==> src/rtl/control_nonce_pkg.sv <==
// Shared constants for the nonce initiator and its hash/compare partners.
package control_nonce_pkg;
  localparam int H_W         = 24;
  localparam int T_W         = 8;
  localparam int NONCE_W_DEF = 32;

  typedef logic [2:0] state_t;
  localparam state_t IDLE      = 3'd0;
  localparam state_t ISSUE     = 3'd1;
  localparam state_t WAIT_HASH = 3'd2;
  localparam state_t CHECK     = 3'd3;
  localparam state_t WAIT_RESP = 3'd4;
endpackage

==> src/rtl/control_nonce_contador.sv <==
// Loadable nonce incrementer; tc flags the last nonce so the FSM can stop without wrapping.
module contador_nonce
  import control_nonce_pkg::*;
#(
  parameter int                 NONCE_W    = NONCE_W_DEF,
  parameter logic [NONCE_W-1:0] NONCE_INIT = '0,
  parameter logic [NONCE_W-1:0] NONCE_MAX  = '1
) (
  input  logic               clk,
  input  logic               reset,
  input  logic               load,
  input  logic               inc,
  output logic [NONCE_W-1:0] q,
  output logic               tc
);
  logic [NONCE_W-1:0] r_q;

  always_ff @(posedge clk or negedge reset) begin
    if (!reset)    r_q <= NONCE_INIT;
    else if (load) r_q <= NONCE_INIT;
    else if (inc)  r_q <= r_q + 1'b1;
  end

  assign q  = r_q;
  assign tc = (r_q == NONCE_MAX);
endmodule

==> src/rtl/control_nonce.sv <==
// Nonce search initiator: issue nonce, capture hash, hand it to the comparator, act on its reply.
module control_nonce
  import control_nonce_pkg::*;
#(
  parameter int                 NONCE_W    = NONCE_W_DEF,
  parameter logic [NONCE_W-1:0] NONCE_INIT = '0,
  parameter logic [NONCE_W-1:0] NONCE_MAX  = '1
) (
  input  logic               clk,
  input  logic               reset,
  input  logic               start,
  input  logic               stop,
  input  logic [T_W-1:0]     target_in,
  input  logic               hash_done,
  input  logic [H_W-1:0]     hash_in,
  input  logic               valid,
  input  logic               next,
  output logic [NONCE_W-1:0] nonce,
  output logic               hash_start,
  output logic [H_W-1:0]     h,
  output logic               valid_hash,
  output logic [T_W-1:0]     target,
  output logic               busy,
  output logic               found,
  output logic               exhausted,
  output logic [NONCE_W-1:0] golden_nonce
);
  state_t             r_state, w_state_nxt;
  logic               w_abort, w_accept, w_cap, w_hit, w_rej, w_inc, w_exh, w_tc;
  logic [NONCE_W-1:0] w_nonce;
  logic               r_hash_start, r_valid_hash, r_busy, r_found, r_exhausted;
  logic [H_W-1:0]     r_h;
  logic [T_W-1:0]     r_target;
  logic [NONCE_W-1:0] r_golden;

  contador_nonce #(
    .NONCE_W(NONCE_W), .NONCE_INIT(NONCE_INIT), .NONCE_MAX(NONCE_MAX)
  ) u_cnt (
    .clk(clk), .reset(reset), .load(w_accept), .inc(w_inc), .q(w_nonce), .tc(w_tc)
  );

  always_ff @(posedge clk or negedge reset) begin
    if (!reset) r_state <= IDLE;
    else        r_state <= w_state_nxt;
  end

  always_comb begin
    w_state_nxt = r_state;
    if (stop && r_state != IDLE) w_state_nxt = IDLE;
    else begin
      case (r_state)
        IDLE:      if (start) w_state_nxt = ISSUE;
        ISSUE:     w_state_nxt = WAIT_HASH;
        WAIT_HASH: if (hash_done) w_state_nxt = CHECK;
        CHECK:     w_state_nxt = WAIT_RESP;
        WAIT_RESP: begin
          if (valid)     w_state_nxt = IDLE;
          else if (next) w_state_nxt = w_tc ? IDLE : ISSUE;
        end
        default:   w_state_nxt = IDLE;
      endcase
    end
  end

  // Datapath strobes; stop masks every update so an abort leaves flags untouched.
  always_comb begin
    w_abort  = stop && (r_state != IDLE);
    w_accept = (r_state == IDLE) && start;
    w_cap    = (r_state == WAIT_HASH) && !w_abort && hash_done;
    w_hit    = (r_state == WAIT_RESP) && !w_abort && valid;
    w_rej    = (r_state == WAIT_RESP) && !w_abort && !valid && next;
    w_inc    = w_rej && !w_tc;
    w_exh    = w_rej && w_tc;
  end

  always_ff @(posedge clk or negedge reset) begin
    if (!reset) begin
      r_hash_start <= 1'b0;
      r_valid_hash <= 1'b0;
      r_busy       <= 1'b0;
      r_found      <= 1'b0;
      r_exhausted  <= 1'b0;
      r_h          <= '0;
      r_target     <= '0;
      r_golden     <= '0;
    end else begin
      r_hash_start <= (w_state_nxt == ISSUE);
      r_valid_hash <= (w_state_nxt == CHECK);
      r_busy       <= (w_state_nxt != IDLE);
      if (w_accept) begin
        r_target    <= target_in;
        r_found     <= 1'b0;
        r_exhausted <= 1'b0;
      end
      if (w_cap) r_h <= hash_in;
      if (w_hit) begin
        r_found  <= 1'b1;
        r_golden <= w_nonce;
      end
      if (w_exh) r_exhausted <= 1'b1;
    end
  end

  assign nonce        = w_nonce;
  assign hash_start   = r_hash_start;
  assign h            = r_h;
  assign valid_hash   = r_valid_hash;
  assign target       = r_target;
  assign busy         = r_busy;
  assign found        = r_found;
  assign exhausted    = r_exhausted;
  assign golden_nonce = r_golden;
endmodule

==> config.mk <==
export PLATFORM = sky130hd
export DESIGN_NAME = control_nonce
export DESIGN_NICKNAME = d
export VERILOG_FILES = /design/src/rtl/control_nonce_pkg.sv /design/src/rtl/control_nonce_contador.sv /design/src/rtl/control_nonce.sv
export SDC_FILE = /design/constraint.sdc
export NUM_CORES = 1
export LEC_CHECK = 0
export ABC_AREA = 1
export CORE_ASPECT_RATIO = 0.6
export CORE_MARGIN = 2
export CORE_UTILIZATION = 50
export CTS_BUF_LIST = sky130_fd_sc_hd__clkbuf_8
export DETAILED_ROUTE_END_ITERATION = 7
export PLACE_DENSITY_LB_ADDON = 0.2
export SETUP_SLACK_MARGIN = 0.4
export SLEW_MARGIN = 0
export SYNTH_ARGS = -nofsm -noshare
export SYNTH_HDL_FRONTEND = slang
export SYNTH_SLANG_ARGS = --single-unit
==> constraint.sdc <==
create_clock -name clk -period 2.3 [get_ports clk]
set_input_delay 0.345 -clock clk [delete_from_list [all_inputs] [get_ports clk]]
set_output_delay 0.345 -clock clk [all_outputs]
set_load 0.005 [all_outputs]
* Word-level counts from Yosys, hierarchy flattened
Cells that the tools add are included.
Widths: inputs -> output; s select.
** Operators by class
- Add/sub/neg operators :: 1
- $mul :: 0
- Divide/modulo/power cells :: 0
- Magnitude comparators :: 0
- Equal/unequal tests :: 7
- Shift operators :: 0
- Multiplexer cells :: 12
- Bitwise gates (word level) :: 0
- Reduce and logical (&&, ||, !) cells :: 19
** Operator list (number)
- $mux 32 :: 2
- $add 32x1->32 const B :: 1
- $eq 32x32->1 const B :: 1
- $mux 3 :: 5
- $pmux 3 s5 :: 1
- $logic_and 1x1->1 :: 10
- $eq 3x2->1 const B :: 3
- $eq 3x1->1 const B :: 2
- $reduce_bool 2->1 :: 3
- $reduce_bool 3->1 :: 2
- $mux 1 :: 4
- $eq 3x3->1 const B :: 1
- $logic_not 1->1 :: 3
- $logic_not 3->1 :: 1
** Word-level totals
- Flip-flop bits (word level) :: 104
- Latch bits :: 0
- Bits in writable memories :: 0
- Memory bits (read-only) :: 0
- Input port bits :: 39
- Output and inout bits :: 101
- Memories :: 0

* Depth between registers and ports, before layout
- Depth in word-level cells :: 9
- Mapped depth :: 12
- Gate-level depth less buffers :: 11

* Modules after synthesis
A second synthesis with hierarchy kept.
** Unflattened totals
- Cell total of the unflattened synthesis :: 603
- Area, all modules :: 4867.2 um2
** Modules (own cells, without submodules)
- control_nonce :: instances 1, cells an instance 325, area each 2901.5 um2, seq. area each 1801.7 um2
- contador_nonce :: instances 1, cells an instance 278, area each 1965.6 um2, seq. area each 800.8 um2

* Worst setup path after synthesis
OpenSTA, ideal clock, no wires.
- Kind :: reg2reg
- Start :: register u_cnt.r_q[0], in the netlist u_cnt.q[0]
- End :: register u_cnt.r_q[28], in the netlist u_cnt.q[28]
- Setup time :: 0.065 ns
- Data arrival time :: 1.691 ns
- Slack :: 0.544 ns
- Cell stages (with the launch flop) :: 13
- Cell sequence :: dfrtp_1 -> ha_1 -> nand2_2 -> nor2_4 -> nand2_4 -> nor2_8 -> nand2_4 -> nand2_4 -> nand2_4 -> clkinv_2 -> buf_6 -> nand2_1 -> nand2_1
** Between the ends
- Longest elaborated chain between the ends :: 4
- Elaborated cells between the ends (all ways) :: 7
- Classes of those cells :: add/sub (1); eq/ne (1); mux (2); reduce/logical (3)
** Ends and longest elaborated chain
- start, declared :: RTL line control_nonce_contador.sv:16 : logic [NONCE_W-1:0] r_q;
- start signal, assigned :: RTL line control_nonce_contador.sv:21 : else if (inc) r_q <= r_q + 1'b1;
- branches (longest 4 deep; another with $add 32x1->32)
Several ways; the timed one is not identified. The select of a mux whose other input is x is not followed.
A chain may end at the register's enable or synchronous reset.

* Worst setup path in the final report
- Start :: register u_cnt.r_q[1], in the netlist u_cnt.q[1]
- End :: register u_cnt.r_q[11], in the netlist u_cnt.q[11]
The elaborated chain is that of the path after synthesis.

==> results.toml <==
[die]
initial_utilization_pct = 50.6
die_h_um = 80.9
rows = 28
io_pins = 140
die_width_um = 132
dieArea_um2 = 10700
coreArea_um2 = 9740

[critical_path]
cp-startpoint = "u_cnt.q[1]$_DFFE_PN0P_"
crit_required_ns = 2.61
worstPathArrival_ns = 2.11
setup.worst_path.class = "flip-flop to flip-flop"
path_max_fanout = 16
worstReg2RegEnd = "u_cnt.q[11]$_DFFE_PN0P_"
end_kind = "flip-flop"
start_kind = "flip-flop"
r2r_cells = 11
r2r_start = "u_cnt.q[1]$_DFFE_PN0P_"
rrSetupSlack_ns = 0.51

[clocking]
clock_sinks = 104
cts_root_buf = "clkbuf_8"
htreeDepth = 3
clk_latency_ns = 0.38
cts_tree = "built"
cts_buffers = 9
cts.clk_slew.worst_paths_ns = 0.09
clockBufferDepth = 2

[cells_and_area]
diodes = 0
instances_no_fill = 861
final_common_cell = "nand2_1"
area_delta_synth_final_pct = 36.7
fillCellCount = 792
regArea_um2 = 2610
mostFrequentLayoutCells = "nand2_1, clkdlybuf4s50_1, dfrtp_1"
fin_nets = 761
final_area_um2 = 6740
multiInputGateArea_um2 = 2080
drive_gt1_share_pct = 11.2

[place]
dp_hpwl_um = 10100
place.gp.congestion = 1.00
port_buffers = 139
place_inst = 842
preCtsSetupSlack_ns = 0.133
dpl_cell_area_um2 = 6490

[routing]
first_iter_violations = 444
wl_met3_um = 1190
dr.max_layer_used = "met4"
dr_total_vias = 4516
wirelength_um = 13600
wl_per_cell_um = 15.8
drtPass1Iterations = 5
drt-met1-wl_um = 6260
drc = 0
vias_per_cell = 5.25
ant_nets = 0
wl_met2_um = 5960

[job]
maxCapViolCount = 0

[global_routing]
grt_max_degree = 64
antenna_found_initial = 0
grt_pass1_vias = 4356
grt_pass1_wl_um = 22000
grt-ovfl-total = 0
grtUsageTotal_pct = 26.4

[timing]
clock.fmax_mhz = 557
finalSetupTns_ns = 0
worst_pin_slew_ns = 0.391
fin_crit_sh_pct = 78.0
rsz0062_at_grt = "false"
hold_viol = 0
finalMaxSlewViolations = 0
period_minus_slack_ns = 1.79
slew_headroom_pct = 73.9
finalSetupViolations = 0
clock_skew_ns = 0.0134
setup_slack_ns = 0.505

[logic_synthesis]
synthesis.area_um2 = 4930
ys_seq_area_share_pct = 52.8
yosys_warnings = 0
syn_inst = 577
ys_ff_latch = 104
synth.net_count = 617
syn_avg_cell_area_um2 = 8.55
yosysUniqueCellTypes = 31

[run_status]
status = "completed"

[power]
vdd_drop_max_mv = 0.659
leakage_nw = 3.00
powerDensity_nw_per_um2 = 845
power_mw = 5.69

[hold_path]
hold_path_class = "input pin to async pin"
[sequential cells by signal, summed over array words and instances, names as in the netlist]
| register | cells |
|---|---|
| u_cnt.q | 32 |
| busy | 1 |
| golden_nonce | 32 |
| h | 24 |
| hash_start | 1 |
| r_state | 3 |
| found | 1 |
| valid_hash | 1 |
| exhausted | 1 |
| target | 8 |
[Yosys cell counts]
master / instances / area (um2)
o21ai_0: 34 / 170
buf_1: 3 / 11.3
nand3b_2: 1 / 11.3
nand2_4: 4 / 45.0
clkinv_2: 1 / 5.00
nand3b_1: 2 / 15.0
clkbuf_1: 7 / 26.3
nor2_4: 3 / 33.8
buf_2: 5 / 25.0
nor2_8: 1 / 20.0
nand4_1: 20 / 125
dfrtp_1: 104 / 2600
nor2_2: 3 / 18.8
xor2_1: 7 / 61.3
a21oi_1: 2 / 10.0
ha_1: 1 / 12.5
o21a_1: 1 / 7.51
nor2_1: 61 / 229
a21oi_2: 1 / 8.76
mux2_2: 26 / 293
nand3_1: 27 / 135
inv_1: 42 / 158
inv_2: 1 / 3.75
o21ai_1: 1 / 5.00
o21ai_2: 7 / 61.3
nand2_2: 1 / 6.26
nor3_1: 2 / 10.0
a21oi_4: 1 / 16.3
and2_1: 1 / 6.26
nand2_1: 204 / 766
buf_6: 3 / 33.8
[cell type report]
class / count / share of cell area (%)
timing repair inverter: 1 / 0.130
timing repair buffer: 150 / 22.2
inverter: 44 / 2.64
multi-input combinational: 411 / 30.9
clock buffer: 10 / 2.04
sequential: 104 / 38.7
tap: 135 / 2.51
clock inverter: 6 / 0.891
[cells by family after synthesis]
kind of cell               count (synthesis)  synth area share [%]
and+or+nand+nor                          330                  28.8
AOI/OAI and AO/OA                         47                  5.66
muxes                                     26                  5.94
adders and majority gates                  1                 0.254
xor gates and xnor gates                   7                  1.24
DFF                                      104                  52.8
buffers and inverters                     62                  5.33
[per-layer routing]
metal / up-vias / global-route usage, %
li1: 2130 / -
met4: 0 / 7.42
met2: 236 / 41.5
met1: 2119 / 37.3
met3: 31 / 6.12
met5: - / 0
[where the power goes]
part | internal, mW | total (mW) | switching (mW) | leakage, nW
registers | 2.26 | 2.55 | 0.294 | 1.38
logic | 1.13 | 1.99 | 0.866 | 1.52
clock network | 0.528 | 1.15 | 0.619 | 0.103
[worst max-delay path by stage]
stage,end
after detailed placement,u_cnt.q[28]$_DFFE_PN0P_
after floorplan,u_cnt.q[28]$_DFFE_PN0P_
after CTS,u_cnt.q[21]$_DFFE_PN0P_
after global routing,u_cnt.q[14]$_DFFE_PN0P_
after global placement,u_cnt.q[9]$_DFFE_PN0P_
final,u_cnt.q[11]$_DFFE_PN0P_
[metrics by stage]
stage | hold slack [ns] | utilization, %
global route | 0.430 | 69.2
finish | 0.399 | 69.2
detailed placement | 0.251 | 66.6
floorplan | 0.0494 | -
CTS | 0.388 | 68.9
global placement | 0.249 | 66.6
[what timing repair did]
item	4_1_cts	5_1_grt
endpoints found under the hold margin	20	0
resized for setup	3	5
setup endpoints to repair	20	26
hold buffers	1	0
pin swaps	0	1
gates cloned	0	1
setup buffers	0	1
[worst max-delay path, cell delays in order (launching register included)]
cell	delay (ns)
dfrtp_1	0.41
ha_2	0.25
nand2_2	0.08
nor2_4	0.15
nand2_4	0.09
nor2_8	0.17
nand2_4	0.09
nand2_4	0.09
nand2_8	0.13
inv_6	0.15
nand2_1	0.06
nand2_1	0.07
Power figures use the tool's default switching activity.
